`src/rtl/ssd_scan_ctrl.sv`:
```
// Time-multiplexed seven-segment scanner with double-buffered display value.
// Ports: clk, reset (async, active-high); value/load capture a new display value,
//   applied at the next frame boundary; dp_mask/digit_en act live per digit;
//   seg {g,f,e,d,c,b,a}, dp, digit_sel (one-hot strobe) and frame_tick are registered.
// Optional: define SSD_LZ_SUPPRESS_EN to blank leading zero digits.
module ssd_scan_ctrl #(
    parameter int NUM_DIGITS   = 8,
    parameter int SCAN_DIV     = 50000,
    parameter int BLANK_CYCLES = 4,
    parameter int SEG_ACT_LOW  = 1,
    parameter int DIG_ACT_LOW  = 1
) (
    input  logic                    clk,
    input  logic                    reset,
    input  logic [4*NUM_DIGITS-1:0] value,
    input  logic                    load,
    input  logic [NUM_DIGITS-1:0]   dp_mask,
    input  logic [NUM_DIGITS-1:0]   digit_en,
    output logic [6:0]              seg,
    output logic                    dp,
    output logic [NUM_DIGITS-1:0]   digit_sel,
    output logic                    frame_tick
);

    typedef enum logic {BLANK, SHOW} state_t;

    localparam int CMAX = (SCAN_DIV > BLANK_CYCLES) ? SCAN_DIV : BLANK_CYCLES;
    localparam int CW   = $clog2(CMAX + 1);
    localparam int IW   = (NUM_DIGITS > 1) ? $clog2(NUM_DIGITS) : 1;

    localparam logic [CW-1:0] SHOW_LAST  = CW'(SCAN_DIV - 1);
    localparam logic [CW-1:0] BLANK_LAST = CW'((BLANK_CYCLES > 0) ? BLANK_CYCLES - 1 : 0);
    localparam logic [IW-1:0] IDX_LAST   = IW'(NUM_DIGITS - 1);
    localparam logic [6:0]    SEG_OFF    = (SEG_ACT_LOW != 0) ? 7'h7F : 7'h00;
    localparam logic          DP_OFF     = (SEG_ACT_LOW != 0);
    localparam logic [NUM_DIGITS-1:0] DIG_OFF = (DIG_ACT_LOW != 0) ? '1 : '0;
    localparam state_t        RST_STATE  = (BLANK_CYCLES > 0) ? BLANK : SHOW;
    localparam state_t        AFTER_SHOW = (BLANK_CYCLES > 0) ? BLANK : SHOW;

    state_t                  state, state_n;
    logic [CW-1:0]           cnt, cnt_n;
    logic [IW-1:0]           idx, idx_n;
    logic                    wrap;
    logic [4*NUM_DIGITS-1:0] staging, disp;
    logic                    pending;

    logic [3:0]              nib;
    logic                    cur_dp, cur_en, lz_blank;
    logic [NUM_DIGITS-1:0]   onehot;
    logic [6:0]              raw, seg_n;
    logic                    dp_n;
    logic [NUM_DIGITS-1:0]   sel_n;

    function automatic logic [6:0] hex7(input logic [3:0] n);
        logic [6:0] s;
        unique case (n)
            4'h0: s = 7'h3F;
            4'h1: s = 7'h06;
            4'h2: s = 7'h5B;
            4'h3: s = 7'h4F;
            4'h4: s = 7'h66;
            4'h5: s = 7'h6D;
            4'h6: s = 7'h7D;
            4'h7: s = 7'h07;
            4'h8: s = 7'h7F;
            4'h9: s = 7'h6F;
            4'hA: s = 7'h77;
            4'hB: s = 7'h7C;
            4'hC: s = 7'h39;
            4'hD: s = 7'h5E;
            4'hE: s = 7'h79;
            4'hF: s = 7'h71;
        endcase
        return s;
    endfunction

    // Slot sequencer: cnt counts cycles inside the current phase.
    always_comb begin
        state_n = state;
        cnt_n   = cnt + 1'b1;
        idx_n   = idx;
        wrap    = 1'b0;
        unique case (state)
            BLANK: begin
                if (cnt == BLANK_LAST) begin
                    state_n = SHOW;
                    cnt_n   = '0;
                end
            end
            SHOW: begin
                if (cnt == SHOW_LAST) begin
                    state_n = AFTER_SHOW;
                    cnt_n   = '0;
                    wrap    = (idx == IDX_LAST);
                    idx_n   = wrap ? '0 : idx + 1'b1;
                end
            end
        endcase
    end

    always_ff @(posedge clk or posedge reset) begin
        if (reset) begin
            state <= RST_STATE;
            cnt   <= '0;
            idx   <= '0;
        end else begin
            state <= state_n;
            cnt   <= cnt_n;
            idx   <= idx_n;
        end
    end

    // Per-digit mux; a loop avoids indexing past NUM_DIGITS for odd sizes.
    always_comb begin
        nib    = 4'h0;
        cur_dp = 1'b0;
        cur_en = 1'b0;
        onehot = '0;
        for (int i = 0; i < NUM_DIGITS; i++) begin
            if (IW'(i) == idx) begin
                nib       = disp[4*i +: 4];
                cur_dp    = dp_mask[i];
                cur_en    = digit_en[i];
                onehot[i] = 1'b1;
            end
        end
    end

`ifdef SSD_LZ_SUPPRESS_EN
    // Digit i is a leading zero when nibbles i..top are all zero.
    always_comb begin
        logic run_zero;
        run_zero = 1'b1;
        lz_blank = 1'b0;
        for (int i = NUM_DIGITS - 1; i >= 0; i--) begin
            run_zero = run_zero && (disp[4*i +: 4] == 4'h0);
            if (IW'(i) == idx)
                lz_blank = run_zero && (i != 0);
        end
    end
`else
    assign lz_blank = 1'b0;
`endif

    always_comb begin
        raw   = lz_blank ? 7'h00 : hex7(nib);
        seg_n = SEG_OFF;
        dp_n  = DP_OFF;
        sel_n = DIG_OFF;
        if (state == SHOW && cur_en) begin
            seg_n = (SEG_ACT_LOW != 0) ? ~raw : raw;
            dp_n  = (SEG_ACT_LOW != 0) ? ~cur_dp : cur_dp;
            sel_n = (DIG_ACT_LOW != 0) ? ~onehot : onehot;
        end
    end

    // Display buffer swaps only on the wrap cycle so a frame never tears.
    always_ff @(posedge clk or posedge reset) begin
        if (reset) begin
            staging    <= '0;
            disp       <= '0;
            pending    <= 1'b0;
            seg        <= SEG_OFF;
            dp         <= DP_OFF;
            digit_sel  <= DIG_OFF;
            frame_tick <= 1'b0;
        end else begin
            seg        <= seg_n;
            dp         <= dp_n;
            digit_sel  <= sel_n;
            frame_tick <= wrap;
            if (load)
                staging <= value;
            if (wrap) begin
                pending <= 1'b0;
                if (load)
                    disp <= value;
                else if (pending)
                    disp <= staging;
            end else if (load) begin
                pending <= 1'b1;
            end
        end
    end

endmodule

```
`config.mk`:
```
export PLATFORM = sky130hd
export DESIGN_NAME = ssd_scan_ctrl
export DESIGN_NICKNAME = d
export VERILOG_FILES = /design/src/rtl/ssd_scan_ctrl.sv
export SDC_FILE = /design/constraint.sdc
export NUM_CORES = 1
export LEC_CHECK = 0
export BUFFER_PORTS_ARGS = -buffer_cell sky130_fd_sc_hd__buf_4
export CORE_MARGIN = 5
export CORE_UTILIZATION = 52
export CTS_BUF_LIST = sky130_fd_sc_hd__clkbuf_8 sky130_fd_sc_hd__clkbuf_16
export DETAILED_ROUTE_END_ITERATION = 10
export PLACE_DENSITY = 0.76
export SLEW_MARGIN = 30
export SYNTH_ARGS = -nofsm -noshare
export SYNTH_HDL_FRONTEND = slang
export SYNTH_SLANG_ARGS = --single-unit
```
`constraint.sdc`:
```
create_clock -name clk -period 3.5 [get_ports clk]
set_clock_uncertainty 0.2 [all_clocks]
set_input_delay 0.875 -clock clk [delete_from_list [all_inputs] [get_ports clk]]
set_output_delay 0.875 -clock clk [all_outputs]
set_load 0.02 [all_outputs]
```
==> impl_results.html, run 1 <==
<table>
<tr><th>Metric</th><th>Value</th></tr>
<tr><th colspan="2">Floorplan</th></tr>
<tr><td>Die height</td><td>105.6 µm</td></tr>
<tr><td>Core footprint</td><td>8806 µm²</td></tr>
<tr><td>Site Rows</td><td>34</td></tr>
<tr><td>Effective utilization at floorplan</td><td>54.01%</td></tr>
<tr><td>Die width</td><td>105.6 µm</td></tr>
<tr><td>Top-Level Pins</td><td>68</td></tr>
<tr><td>Die area</td><td>11,160 µm²</td></tr>
<tr><th colspan="2">Drt</th></tr>
<tr><td>Overall via count from detail_route</td><td>3,295</td></tr>
<tr><td>Vias per Instance</td><td>5.652</td></tr>
<tr><td>DRC Markers</td><td>0</td></tr>
<tr><td>Final routed wirelength across all metal layers</td><td>9.798 mm</td></tr>
<tr><td>Count of nets left with antenna violations after detail routing</td><td>0</td></tr>
<tr><td>DR iter-0 viols</td><td>110</td></tr>
<tr><td>First drt pass iteration count</td><td>5</td></tr>
<tr><td>Routed wire per std cell</td><td>16.81 µm</td></tr>
<tr><th colspan="2">Synth</th></tr>
<tr><td>EDFF count, synth</td><td>0</td></tr>
<tr><td>Synth top area cells</td><td>dfrtp_1 45%, mux2_2 16%, dfstp_2 8.8%, ha_1 3.4%, nand2_1 2.4%</td></tr>
<tr><td>Sequential share of the synthesized area</td><td>54.09%</td></tr>
<tr><td>Synth Area per Inst</td><td>11.83 µm²</td></tr>
<tr><td>Post-synth top area share</td><td>45.25%</td></tr>
<tr><td>Fraction of synthesis flops using an asynchronous set or reset pin</td><td>100.0%</td></tr>
<tr><td>Post-synthesis register bit count</td><td>102</td></tr>
<tr><td>Top FF cell, synth</td><td>dfrtp_1</td></tr>
<tr><td>Number of synthesis warnings</td><td>0</td></tr>
<tr><td>Number of distinct library cell variants in the gate-level netlist after synthesis</td><td>52</td></tr>
<tr><td>Mapped Area</td><td>4756 µm²</td></tr>
<tr><td>Number of nets in the synthesized netlist</td><td>466</td></tr>
<tr><td>Largest area contributor in the synthesized netlist</td><td>dfrtp_1</td></tr>
<tr><td>Cells after Synth</td><td>402</td></tr>
<tr><th colspan="2">Pwr</th></tr>
<tr><td>Worst voltage drop across the vdd grid</td><td>0.1797 mV</td></tr>
<tr><td>Leakage power of the design</td><td>2.586 nW</td></tr>
<tr><td>Ratio of total power to cell area</td><td>393.4 nW/µm²</td></tr>
<tr><th colspan="2">Timing</th></tr>
<tr><td>Setup repair after global routing missed its margin</td><td>false</td></tr>
<tr><td>Total count of max-transition violations in the final report</td><td>0</td></tr>
<tr><td>TNS Setup</td><td>0 ns</td></tr>
<tr><td>Timing-limited maximum frequency</td><td>0.3270 GHz</td></tr>
<tr><td>Relative slew slack</td><td>46.32%</td></tr>
<tr><td>Final hold viol count</td><td>0</td></tr>
<tr><td>Time the final worst path needs with I/O delays and setup</td><td>3.058 ns</td></tr>
<tr><td># setup viols final</td><td>0</td></tr>
<tr><td>Share of the clock period used by the worst path after layout</td><td>87.38%</td></tr>
<tr><td>Post-route worst setup slack</td><td>0.4416 ns</td></tr>
<tr><td>Worst Max-Slew Pin Slew</td><td>0.8035 ns</td></tr>
<tr><th colspan="2">Worst setup path</th></tr>
<tr><td>Cell family with the largest share of critical-path delay</td><td>compound AO/OA/AOI/OAI gates</td></tr>
<tr><td>Critical path type</td><td>flop to flop</td></tr>
<tr><td>Critical Path Start</td><td>idx[0]$_DFFE_PP0P_</td></tr>
<tr><td>Register-to-Register Path Depth</td><td>12</td></tr>
<tr><td>Endpoint class of the critical path</td><td>flop</td></tr>
<tr><td>Critical Path Source Type</td><td>flop</td></tr>
<tr><td>Termination of the worst setup path</td><td>seg[4]$_DFF_PP1_</td></tr>
<tr><td>Total number of cells along the worst setup path</td><td>12</td></tr>
<tr><td>Critical register-to-register path endpoint</td><td>seg[4]$_DFF_PP1_</td></tr>
<tr><td>Largest driver fanout on the critical path</td><td>15</td></tr>
<tr><td>Slack of the worst reg-to-reg path</td><td>0.44 ns</td></tr>
<tr><td>Reg-to-reg critical path startpoint</td><td>idx[0]$_DFFE_PP0P_</td></tr>
<tr><td>Worst path cell trace</td><td>inv_1 -&gt; ha_1 -&gt; and2_1 -&gt; a22o_1 -&gt; a32oi_1 -&gt; o21ai_0 -&gt; mux2_2 -&gt; inv_1 -&gt; ha_1 -&gt; nor2_1 -&gt; a211o_1 -&gt; o211ai_1</td></tr>
<tr><td>Delay of the slowest critical-path stage</td><td>0.42 ns</td></tr>
<tr><td>WP data arrival</td><td>3.15 ns</td></tr>
<tr><td>Required time of the critical path</td><td>3.59 ns</td></tr>
<tr><td>Number of buffer and inverter instances along the worst setup path</td><td>2</td></tr>
<tr><td>Critical-path cell with the highest stage delay</td><td>dfrtp_1</td></tr>
<tr><th colspan="2">Cells and area</th></tr>
<tr><td>Number of antenna repair diodes</td><td>0</td></tr>
<tr><td>Final core area utilization</td><td>64.00%</td></tr>
<tr><td>Layout overhead on the synthesized area</td><td>18.50%</td></tr>
<tr><td>Total Nets Final</td><td>534</td></tr>
<tr><td>Fraction of layout instances using a drive strength above 1</td><td>38.32%</td></tr>
<tr><th colspan="2">Hold path</th></tr>
<tr><td>Cells on Worst Hold Path</td><td>1</td></tr>
<tr><td>Worst Hold Class</td><td>flop to flop</td></tr>
<tr><td>Startpoint of the tightest hold check path</td><td>cnt[0]$_DFF_PP0_</td></tr>
<tr><th colspan="2">Clock tree</th></tr>
<tr><td>Clock Path Buffers</td><td>2</td></tr>
<tr><td># clock sinks</td><td>102</td></tr>
<tr><td>Setup Fix Bufs, Post-CTS</td><td>0</td></tr>
<tr><td>Clock latency on the worst-skew pair</td><td>0.36 ns</td></tr>
<tr><td>Clock Pin Slew Worst Setup and Hold Paths</td><td>0.09 ns</td></tr>
<tr><td>Number of buffers added by the clock tree synthesis step</td><td>9</td></tr>
<tr><td>Clock root cell</td><td>clkbuf_8</td></tr>
<tr><td>Hold Buf Count CTS</td><td>0</td></tr>
<tr><td>Count of cells resized by post-cts repair</td><td>0</td></tr>
<tr><td>Clock tree from TritonCTS</td><td>built</td></tr>
<tr><td>Deepest level of the CTS H-tree</td><td>3</td></tr>
<tr><th colspan="2">Global routing</th></tr>
<tr><td>Number of global-route vias before repair</td><td>3,373</td></tr>
<tr><td>Global-route wire length before repair</td><td>16.63 mm</td></tr>
<tr><td>Initial antenna violation count</td><td>0</td></tr>
<tr><td>Remaining Overflow, GRT</td><td>0</td></tr>
<tr><td>Total GRT Usage</td><td>18.39%</td></tr>
<tr><td>Maximum number of pins on one net before global-route repair</td><td>40</td></tr>
<tr><th colspan="2">Flow run</th></tr>
<tr><td>Number of max-cap violations</td><td>0</td></tr>
<tr><th colspan="2">Place</th></tr>
<tr><td>Global placement routability congestion</td><td>0.8442</td></tr>
<tr><td>Setup slack after placement</td><td>0.4456 ns</td></tr>
<tr><td>Post-DP HPWL</td><td>7.096 mm</td></tr>
<tr><td>Port Buf Inserts</td><td>67</td></tr>
<tr><th colspan="2">Status</th></tr>
<tr><td>Outcome</td><td>finished, final reports clean</td></tr>
</table>
==> flip-flops by register name (all words and copies together) (netlist names) <==
register and count:
cnt 16, digit_sel 8, idx 3, dp 1, frame_tick 1, seg 7, state 1, staging 32
disp 32, pending 1
==> area by class of cell <==
type                       instances  area (µm²)
fill                             693        3171
tap                              108       135.1
sequential                       102        2572
inverter                          17       67.56
clock buffer                      10       137.6
multi-input combinational        262        2026
clock inverter                     6       86.33
timing repair buffer              78       610.6
==> cell usage after synthesis (all sizes together) (2+ instances only) <==
cell type  instances
a31oi              4
a211o              2
a221o              4
a211oi             3
clkbuf             9
nor3b              2
o221ai             4
nor2b              6
nand3b             5
dfrtp             86
o211ai             5
ha                13
and3               5
mux2              67
dfstp             16
a21oi             10
xor2               6
o21ai             11
nor2              19
o311ai             2
nor3               2
nand3             15
nor4               5
nand2             31
xnor2              8
a221oi             2
buf               12
nand4              3
and2               6
o31ai              4
nand2b             2
inv               17
==> layer usage <==
metal  GRT usage (%)  part of all wire [%]  vias to the layer above
li1                -                     -                     1554
met1           25.99                    46                     1640
met2           28.55                    47                       87
met3           4.401                   5.4                       14
met4           5.180                   1.4                        0
met5               0                     0                        -
==> metrics by stage <==
| step | area [µm²] | instances | hold slack [ns] | total power [mW] |
|---|---|---|---|---|
| after floorplan | 4760 | 402 | 0.2244 | 1.337 |
| after global placement | 5405 | 567 | 0.2389 | 1.413 |
| after detailed placement | 5405 | 567 | 0.2447 | 1.418 |
| after CTS | 5629 | 583 | 0.2579 | 2.239 |
| after global routing | 5635 | 583 | 0.2722 | 2.300 |
| final | 5635 | 583 | 0.2563 | 2.217 |
==> how the worst min path moves through the flow <==
| stage | to | slack, ns |
|---|---|---|
| 2_1_floorplan | cnt[0]$_DFF_PP0_ | 0.22 |
| 3_3_place_gp | cnt[0]$_DFF_PP0_ | 0.24 |
| 3_5_place_dp | cnt[0]$_DFF_PP0_ | 0.24 |
| 4_1_cts | cnt[0]$_DFF_PP0_ | 0.26 |
| 5_1_grt | cnt[0]$_DFF_PP0_ | 0.27 |
| 6_report | cnt[0]$_DFF_PP0_ | 0.26 |
==> cell usage in the layout, fill, tap and decap left out, types with 3 or more instances in the layout <==
cell,synthesis,final
dfrtp_1,86,86
buf_4,0,76
mux2_2,67,67
nand2_1,31,31
nor2_1,19,19
inv_1,17,17
dfstp_2,16,16
nand3_1,15,15
ha_1,13,13
o21ai_0,11,11
a21oi_1,10,10
clkbuf_8,0,10
xnor2_1,8,8
nor2b_1,6,6
xor2_1,6,6
nor4_1,5,5
and3_1,5,5
o211ai_1,5,5
nand3b_1,5,5
o31ai_1,4,4
a221o_1,4,4
a31oi_1,4,4
and2_1,4,4
nand4_1,3,3
a211oi_1,3,3
o221ai_1,4,3
==> report_power, final <==
part / internal (mW) / switching, mW
combinational: 0.0849 / 0.0734
sequential: 1.22 / 0.0102
clock: 0.422 / 0.404
==> logic make-up (layout without fill, tap and decap cells) <==
kind of cell / after synthesis / count (layout) / share of synthesized area [%]
AND/OR/NAND/NOR: 106 / 106 / 11.34
flip-flops: 102 / 102 / 54.09
multiplexers: 68 / 68 / 16.07
AO/OA/AOI/OAI: 61 / 61 / 9.051
buffers and inverters: 38 / 111 / 3.446
XOR/XNOR: 14 / 14 / 2.578
adder cells (fa/ha/maj): 13 / 13 / 3.420
Note: power is estimated with default switching activity, not from simulation.
==> run 2: changes to the inputs <==
Settings changed: MAX_ROUTING_LAYER set to met4.
==> run 2 against run 1 <==
Effect of this change:
- register-to-register slack about the same
- clock-buffer cell count unchanged
- maximum frequency about the same
- first-iteration DRC count increased by 1.8%
- global-route usage increased by 0.53 points
- critical endpoint unchanged
- largest cell class unchanged
- largest power group unchanged
- highest routed layer unchanged
==> impl_results.html, run 2 (synthesized netlist as in run 1, its figures left out) <==
<table>
<tr><th>Metric</th><th>Value</th></tr>
<tr><th colspan="2">Status</th></tr>
<tr><td>Outcome</td><td>finished, final reports clean</td></tr>
<tr><th colspan="2">Worst setup path</th></tr>
<tr><td>Endpoint class of the critical path</td><td>flop</td></tr>
<tr><td>Slack of the worst reg-to-reg path</td><td>0.44 ns (about the same)</td></tr>
<tr><td>Critical path type</td><td>flop to flop</td></tr>
<tr><td>Largest driver fanout on the critical path</td><td>15 (unchanged)</td></tr>
<tr><td>Worst path cell trace</td><td>inv_1 -&gt; ha_1 -&gt; and2_1 -&gt; a22o_1 -&gt; a32oi_1 -&gt; o21ai_0 -&gt; mux2_2 -&gt; inv_1 -&gt; ha_1 -&gt; nor2_1 -&gt; a211o_1 -&gt; o211ai_1</td></tr>
<tr><td>Critical register-to-register path endpoint</td><td>seg[4]$_DFF_PP1_</td></tr>
<tr><td>Critical-path cell with the highest stage delay</td><td>dfrtp_1</td></tr>
<tr><td>Critical Path Source Type</td><td>flop</td></tr>
<tr><td>Reg-to-reg critical path startpoint</td><td>idx[0]$_DFFE_PP0P_</td></tr>
<tr><td>Termination of the worst setup path</td><td>seg[4]$_DFF_PP1_</td></tr>
<tr><td>WP data arrival</td><td>3.15 ns (about the same)</td></tr>
<tr><td>Required time of the critical path</td><td>3.59 ns (about the same)</td></tr>
<tr><td>Register-to-Register Path Depth</td><td>12 (unchanged)</td></tr>
<tr><td>Delay of the slowest critical-path stage</td><td>0.42 ns (about the same)</td></tr>
<tr><td>Critical Path Start</td><td>idx[0]$_DFFE_PP0P_</td></tr>
<tr><th colspan="2">Timing</th></tr>
<tr><td>Post-route worst setup slack</td><td>0.4396 ns (-0.001981 ns)</td></tr>
<tr><td>Timing-limited maximum frequency</td><td>0.3268 GHz (about the same)</td></tr>
<tr><td>Final hold viol count</td><td>0 (unchanged)</td></tr>
<tr><td>TNS Setup</td><td>0 ns (unchanged)</td></tr>
<tr><td>Final Hold Slack</td><td>0.2560 ns (-0.0003010 ns)</td></tr>
<tr><td>Worst Max-Slew Pin Slew</td><td>0.8040 ns (+0.0004988 ns)</td></tr>
<tr><td># setup viols final</td><td>0 (unchanged)</td></tr>
<tr><td>Time the final worst path needs with I/O delays and setup</td><td>3.060 ns (+0.001981 ns)</td></tr>
<tr><td>Setup repair after global routing missed its margin</td><td>false</td></tr>
<tr><td>Share of the clock period used by the worst path after layout</td><td>87.44% (about the same)</td></tr>
<tr><td>Relative slew slack</td><td>46.28% (about the same)</td></tr>
<tr><td>Total count of max-transition violations in the final report</td><td>0 (unchanged)</td></tr>
<tr><th colspan="2">Pwr</th></tr>
<tr><td>Worst voltage drop across the vdd grid</td><td>0.1797 mV (about the same)</td></tr>
<tr><td>Ratio of total power to cell area</td><td>393.4 nW/µm² (about the same)</td></tr>
<tr><td>Leakage power of the design</td><td>2.586 nW (unchanged)</td></tr>
<tr><th colspan="2">Floorplan</th></tr>
<tr><td>Site Rows</td><td>34 (unchanged)</td></tr>
<tr><td>Effective utilization at floorplan</td><td>54.01% (unchanged)</td></tr>
<tr><td>Core footprint</td><td>8806 µm² (unchanged)</td></tr>
<tr><td>Die width</td><td>105.6 µm (unchanged)</td></tr>
<tr><td>Die area</td><td>11,160 µm² (unchanged)</td></tr>
<tr><td>Die height</td><td>105.6 µm (unchanged)</td></tr>
<tr><td>Top-Level Pins</td><td>68 (unchanged)</td></tr>
<tr><th colspan="2">Cells and area</th></tr>
<tr><td>Total Nets Final</td><td>534 (unchanged)</td></tr>
<tr><td>Most frequent cells in the layout</td><td>86 x dfrtp_1, 76 x buf_4, 67 x mux2_2</td></tr>
<tr><td>Number of antenna repair diodes</td><td>0 (unchanged)</td></tr>
<tr><td>Final core area utilization</td><td>64.00% (unchanged)</td></tr>
<tr><td>Layout overhead on the synthesized area</td><td>18.50% (unchanged)</td></tr>
<tr><td>Area of all placed cells without fillers</td><td>5635 µm² (unchanged)</td></tr>
<tr><td>Leading cell type in the layout, fill and taps excluded</td><td>dfrtp_1</td></tr>
<tr><td>Fraction of layout instances using a drive strength above 1</td><td>38.32% (unchanged)</td></tr>
<tr><td>Biggest registers after layout</td><td>disp x32, staging x32, cnt x16</td></tr>
<tr><th colspan="2">Clock tree</th></tr>
<tr><td>Clock Pin Slew Worst Setup and Hold Paths</td><td>0.09 ns (about the same)</td></tr>
<tr><td>Count of cells resized by post-cts repair</td><td>0 (unchanged)</td></tr>
<tr><td>Clock Path Buffers</td><td>2 (unchanged)</td></tr>
<tr><td>Setup Fix Bufs, Post-CTS</td><td>0 (unchanged)</td></tr>
<tr><td>Clock latency on the worst-skew pair</td><td>0.36 ns (about the same)</td></tr>
<tr><td># clock sinks</td><td>102 (unchanged)</td></tr>
<tr><td>Clock root cell</td><td>clkbuf_8</td></tr>
<tr><td>Clock tree from TritonCTS</td><td>built</td></tr>
<tr><td>Deepest level of the CTS H-tree</td><td>3 (unchanged)</td></tr>
<tr><td>Number of buffers added by the clock tree synthesis step</td><td>9 (unchanged)</td></tr>
<tr><td>Hold Buf Count CTS</td><td>0 (unchanged)</td></tr>
<tr><th colspan="2">Global routing</th></tr>
<tr><td>Number of global-route vias before repair</td><td>3,383 (+0.30%)</td></tr>
<tr><td>Remaining Overflow, GRT</td><td>0 (unchanged)</td></tr>
<tr><td>Total GRT Usage</td><td>18.92% (+0.53 points)</td></tr>
<tr><td>Initial antenna violation count</td><td>0 (unchanged)</td></tr>
<tr><td>Maximum number of pins on one net before global-route repair</td><td>40 (unchanged)</td></tr>
<tr><td>Global-route wire length before repair</td><td>16.62 mm (about the same)</td></tr>
<tr><th colspan="2">Place</th></tr>
<tr><td>Setup slack after placement</td><td>0.4456 ns (unchanged)</td></tr>
<tr><td>Post-DP HPWL</td><td>7.096 mm (unchanged)</td></tr>
<tr><td>Global placement routability congestion</td><td>0.8575 (+1.6%)</td></tr>
<tr><td>Port Buf Inserts</td><td>67 (unchanged)</td></tr>
<tr><td>Area after detailed placement</td><td>5405 µm² (unchanged)</td></tr>
<tr><th colspan="2">Drt</th></tr>
<tr><td>Count of nets left with antenna violations after detail routing</td><td>0 (unchanged)</td></tr>
<tr><td>Vias per Instance</td><td>5.638 (-0.24%)</td></tr>
<tr><td>Routed wire per std cell</td><td>16.76 µm (-0.27%)</td></tr>
<tr><td>DRC Markers</td><td>0 (unchanged)</td></tr>
<tr><td>DR iter-0 viols</td><td>112 (+1.8%)</td></tr>
<tr><td>Overall via count from detail_route</td><td>3,287 (-0.24%)</td></tr>
<tr><td>Final routed wirelength across all metal layers</td><td>9.772 mm (-0.27%)</td></tr>
<tr><td>First drt pass iteration count</td><td>6 (+1)</td></tr>
<tr><th colspan="2">Flow run</th></tr>
<tr><td>Number of max-cap violations</td><td>0 (unchanged)</td></tr>
<tr><th colspan="2">Hold path</th></tr>
<tr><td>Startpoint of the tightest hold check path</td><td>cnt[0]$_DFF_PP0_</td></tr>
<tr><td>Worst Hold Class</td><td>flop to flop</td></tr>
</table>
## run 2: cell counts in the layout (fill, tap and decap cells not counted)
No cell type changed its count.
## run 2: layout make-up
cell class	instances	area, µm²
fill	693	3171
sequential	102	2572
multi-input combinational	262	2026
timing repair buffer	78	610.6
clock buffer	10	137.6
tap	108	135.1
clock inverter	6	86.33
inverter	17	67.56
## run 2: worst min path at each step
| stage | endpoint | slack, ns | cells after the start |
|---|---|---|---|
| 2_1_floorplan | cnt[0]$_DFF_PP0_ | 0.22 | 1 |
| 3_3_place_gp | cnt[0]$_DFF_PP0_ | 0.24 | 1 |
| 3_5_place_dp | cnt[0]$_DFF_PP0_ | 0.24 | 1 |
| 4_1_cts | cnt[0]$_DFF_PP0_ | 0.26 | 1 |
| 5_1_grt | cnt[0]$_DFF_PP0_ | 0.27 | 1 |
| 6_report | cnt[0]$_DFF_PP0_ | 0.26 | 1 |
## run 2: metal layers
layer | track usage, % | part of all wire [%] | wire length, µm
met2 | 28.69 | 47 | 4627
met3 | 4.401 | 5.2 | 505
met1 | 26.03 | 46 | 4515
met4 | 4.625 | 1.3 | 124
met5 | - | 0 | 0
## run 2: critical path: cells and delay by family, from the launching register on
kind	cells	cell delay, ns
flops	1	0.42
mux	1	0.32
buf+inv	2	0.21
simple gates	2	0.37
compound gates	5	0.84
fa+ha+maj	2	0.63
## run 2: power by group
| group | total, mW | switching [mW] | internal [mW] |
|---|---|---|---|
| clock | 0.826 | 0.404 | 0.422 |
| sequential | 1.23 | 0.0102 | 1.22 |
| combinational | 0.158 | 0.0733 | 0.0849 |
## run 2: per-stage QoR
| step | instances | total power [mW] |
|---|---|---|
| 3_5_place_dp | 567 | 1.418 |
| 4_1_cts | 583 | 2.239 |
| 5_1_grt | 583 | 2.300 |
| 3_3_place_gp | 567 | 1.413 |
| 6_report | 583 | 2.217 |
| 2_1_floorplan | 402 | 1.337 |
==> run 3: changes to the inputs <==
==> constraint.sdc (replaced) <==
create_clock -name clk -period 3.5 [get_ports clk]
set_clock_uncertainty 0.2 [all_clocks]
set_input_delay 0.525 -clock clk [delete_from_list [all_inputs] [get_ports clk]]
set_output_delay 0.525 -clock clk [all_outputs]
set_load 0.02 [all_outputs]
==> run 3 against run 2 <==
Effect of this change:
- routed wire length fell by 1.9%
- critical path depth shrank 3
- largest power group unchanged
- worst hold slack lost 0.19 ns
- via count down 0.46%
- flip-flop and latch count unchanged
- die area is the same
- power down 3.1%
- combinational power decreased by 3%
- core utilization is 0.61 points lower
- final area decreased by 0.95%
==> impl_results.html, run 3 (synthesized netlist as in run 1, its figures left out) <==
<table>
<tr><th>Metric</th><th>Value</th></tr>
<tr><th colspan="2">Status</th></tr>
<tr><td>Outcome</td><td>finished, final reports clean</td></tr>
<tr><th colspan="2">Timing</th></tr>
<tr><td>Setup repair after global routing missed its margin</td><td>false</td></tr>
<tr><td>Worst Max-Slew Pin Slew</td><td>0.9837 ns (+0.1796 ns)</td></tr>
<tr><td>Total count of max-transition violations in the final report</td><td>0 (unchanged)</td></tr>
<tr><td>Timing-limited maximum frequency</td><td>0.3144 GHz (-3.8%)</td></tr>
<tr><td># setup viols final</td><td>0 (unchanged)</td></tr>
<tr><td>Final hold viol count</td><td>0 (unchanged)</td></tr>
<tr><td>Relative slew slack</td><td>34.42% (-12 points)</td></tr>
<tr><td>Share of the clock period used by the worst path after layout</td><td>90.86% (+3.4 points)</td></tr>
<tr><td>TNS Setup</td><td>0 ns (unchanged)</td></tr>
<tr><td>Post-route worst setup slack</td><td>0.3198 ns (-0.1198 ns)</td></tr>
<tr><td>Time the final worst path needs with I/O delays and setup</td><td>3.180 ns (+0.1198 ns)</td></tr>
<tr><th colspan="2">Drt</th></tr>
<tr><td>Count of nets left with antenna violations after detail routing</td><td>0 (unchanged)</td></tr>
<tr><td>Met2 Wirelength</td><td>4.482 mm (-3.1%)</td></tr>
<tr><td>Met3 routed wirelength</td><td>521 µm (+3.2%)</td></tr>
<tr><td>DR iter-0 viols</td><td>107 (-4.5%)</td></tr>
<tr><td>First drt pass iteration count</td><td>4 (-2)</td></tr>
<tr><td>DRC Markers</td><td>0 (unchanged)</td></tr>
<tr><td>Final routed wirelength across all metal layers</td><td>9.590 mm (-1.9%)</td></tr>
<tr><td>Highest metal layer used by the detailed router</td><td>met4</td></tr>
<tr><td>Vias per Instance</td><td>5.612 (-0.46%)</td></tr>
<tr><td>Overall via count from detail_route</td><td>3,272 (-0.46%)</td></tr>
<tr><td>Routed wire per std cell</td><td>16.45 µm (-1.9%)</td></tr>
<tr><td>Detailed-routing wirelength on met1</td><td>4.455 mm (-1.3%)</td></tr>
<tr><th colspan="2">Floorplan</th></tr>
<tr><td>Die width</td><td>105.6 µm (unchanged)</td></tr>
<tr><td>Top-Level Pins</td><td>68 (unchanged)</td></tr>
<tr><td>Effective utilization at floorplan</td><td>54.01% (unchanged)</td></tr>
<tr><td>Core footprint</td><td>8806 µm² (unchanged)</td></tr>
<tr><td>Die area</td><td>11,160 µm² (unchanged)</td></tr>
<tr><td>Die height</td><td>105.6 µm (unchanged)</td></tr>
<tr><td>Site Rows</td><td>34 (unchanged)</td></tr>
<tr><th colspan="2">Worst setup path</th></tr>
<tr><td>Worst path cell trace</td><td>inv_1 -&gt; ha_1 -&gt; buf_4 -&gt; o21ai_0 -&gt; nand3_1 -&gt; o221ai_1 -&gt; mux2_2 -&gt; nand2_1 -&gt; o211ai_1</td></tr>
<tr><td>Delay of the slowest critical-path stage</td><td>0.78 ns (+0.36 ns)</td></tr>
<tr><td>Required time of the critical path</td><td>3.59 ns (about the same)</td></tr>
<tr><td>WP data arrival</td><td>3.27 ns (+0.12 ns)</td></tr>
<tr><td>Cell family with the largest share of critical-path delay</td><td>compound AO/OA/AOI/OAI gates</td></tr>
<tr><td>Critical path type</td><td>flop to flop</td></tr>
<tr><td>Number of buffer and inverter instances along the worst setup path</td><td>2 (unchanged)</td></tr>
<tr><td>Critical-path cell with the highest stage delay</td><td>o221ai_1</td></tr>
<tr><td>Critical Path Source Type</td><td>flop</td></tr>
<tr><td>Largest driver fanout on the critical path</td><td>17 (+2)</td></tr>
<tr><td>Endpoint class of the critical path</td><td>flop</td></tr>
<tr><th colspan="2">Flow run</th></tr>
<tr><td>Number of max-cap violations</td><td>0 (unchanged)</td></tr>
<tr><th colspan="2">Global routing</th></tr>
<tr><td>Number of global-route vias before repair</td><td>3,330 (-1.6%)</td></tr>
<tr><td>Remaining Overflow, GRT</td><td>0 (unchanged)</td></tr>
<tr><td>Total GRT Usage</td><td>18.13% (-0.78 points)</td></tr>
<tr><td>Initial antenna violation count</td><td>0 (unchanged)</td></tr>
<tr><td>Global-route wire length before repair</td><td>15.99 mm (-3.8%)</td></tr>
<tr><td>Maximum number of pins on one net before global-route repair</td><td>60 (+50%)</td></tr>
<tr><th colspan="2">Cells and area</th></tr>
<tr><td>Fraction of layout instances using a drive strength above 1</td><td>38.32% (unchanged)</td></tr>
<tr><td>Layout overhead on the synthesized area</td><td>17.36%</td></tr>
<tr><td>Leading cell type in the layout, fill and taps excluded</td><td>dfrtp_1</td></tr>
<tr><td>Total Nets Final</td><td>534 (unchanged)</td></tr>
<tr><td>Most frequent cells in the layout</td><td>86 x dfrtp_1, 78 x buf_4, 67 x mux2_2</td></tr>
<tr><td>Fillers</td><td>705 (+1.7%)</td></tr>
<tr><td>Number of antenna repair diodes</td><td>0 (unchanged)</td></tr>
<tr><td>Biggest registers after layout</td><td>disp x32, staging x32, cnt x16</td></tr>
<tr><th colspan="2">Pwr</th></tr>
<tr><td>Worst voltage drop across the vdd grid</td><td>0.2643 mV (+47%)</td></tr>
<tr><td>Ratio of total power to cell area</td><td>384.9 nW/µm² (-2.2%)</td></tr>
<tr><td>Leakage power of the design</td><td>2.556 nW (-1.2%)</td></tr>
<tr><th colspan="2">Clock tree</th></tr>
<tr><td>Clock root cell</td><td>clkbuf_8</td></tr>
<tr><td>Clock latency on the worst-skew pair</td><td>0.36 ns (about the same)</td></tr>
<tr><td>Deepest level of the CTS H-tree</td><td>3 (unchanged)</td></tr>
<tr><td>Number of buffers added by the clock tree synthesis step</td><td>9 (unchanged)</td></tr>
<tr><td>Clock tree from TritonCTS</td><td>built</td></tr>
<tr><td>Clock Pin Slew Worst Setup and Hold Paths</td><td>0.10 ns (about the same)</td></tr>
<tr><td>Setup Fix Bufs, Post-CTS</td><td>0 (unchanged)</td></tr>
<tr><td>Count of cells resized by post-cts repair</td><td>0 (unchanged)</td></tr>
<tr><td># clock sinks</td><td>102 (unchanged)</td></tr>
<tr><td>Clock Path Buffers</td><td>2 (unchanged)</td></tr>
<tr><td>Hold Buf Count CTS</td><td>0 (unchanged)</td></tr>
<tr><th colspan="2">Hold path</th></tr>
<tr><td>Worst Hold Class</td><td>primary input to asynchronous set/reset pin</td></tr>
<tr><th colspan="2">Place</th></tr>
<tr><td>Setup slack after placement</td><td>0.3810 ns (-0.06457 ns)</td></tr>
<tr><td>Port Buf Inserts</td><td>67 (unchanged)</td></tr>
<tr><td>Global placement routability congestion</td><td>0.8314 (-3.0%)</td></tr>
<tr><td>Post-DP HPWL</td><td>6.973 mm (-1.7%)</td></tr>
</table>
[run 3: layout make-up]
type | instances | area (µm²) | area share (%)
clock buffers | 9 | 123.9 | 2.219
flip-flops and latches | 102 | 2572 | 46.09
well taps | 108 | 135.1 | 2.421
multi-input cells | 262 | 2019 | 36.18
inverters | 17 | 66.31 | 1.188
repair buffers | 78 | 585.6 | 10.49
clock inverters | 7 | 78.83 | 1.412
[run 3: path summary, 6_finish.rpt]
| kind | from | endpoint | slack (ns) | cells past startpoint |
|---|---|---|---|---|
| max | idx[1]$_DFFE_PP0P_ | seg[5]$_DFF_PP1_ | 0.32 | 9 |
| min | reset | staging[19]$_DFFE_PP0P_ | 0.07 | 2 |
| max reg2reg | idx[1]$_DFFE_PP0P_ | seg[5]$_DFF_PP1_ | 0.32 | 9 |
| min reg2reg | cnt[0]$_DFF_PP0_ | cnt[0]$_DFF_PP0_ | 0.27 | 1 |
| max in group asynchronous | reset | dp$_DFF_PP1_ | 2.20 | 3 |
| min in group clk | dp_mask[7] | dp$_DFF_PP1_ | 0.12 | 2 |
[run 3: metal layers]
metal	vias up	GRT usage, %
met5	-	-
met4	0	5.550
met3	14	4.156
met2	100	27.41
met1	1600	24.57
li1	1558	-
[run 3: report_power, final]
group          switching, mW  total [mW]  internal, mW
Clock                  0.423       0.762         0.338
Sequential            0.0100        1.23          1.22
Combinational         0.0724       0.154        0.0818
[run 3: through the flow]
stage                     utilization [%]  total power, mW  hold slack [ns]  cells  area (µm²)
after global routing                63.38            2.237           0.1088    583        5582
after detailed placement            61.08            1.414           0.2597    567        5379
final                               63.38            2.149          0.06900    583        5582
after global placement              61.08            1.409           0.2374    567        5379
after CTS                           63.38            2.171          0.08844    583        5582
after floorplan                         -            1.337           0.2244    402        4756
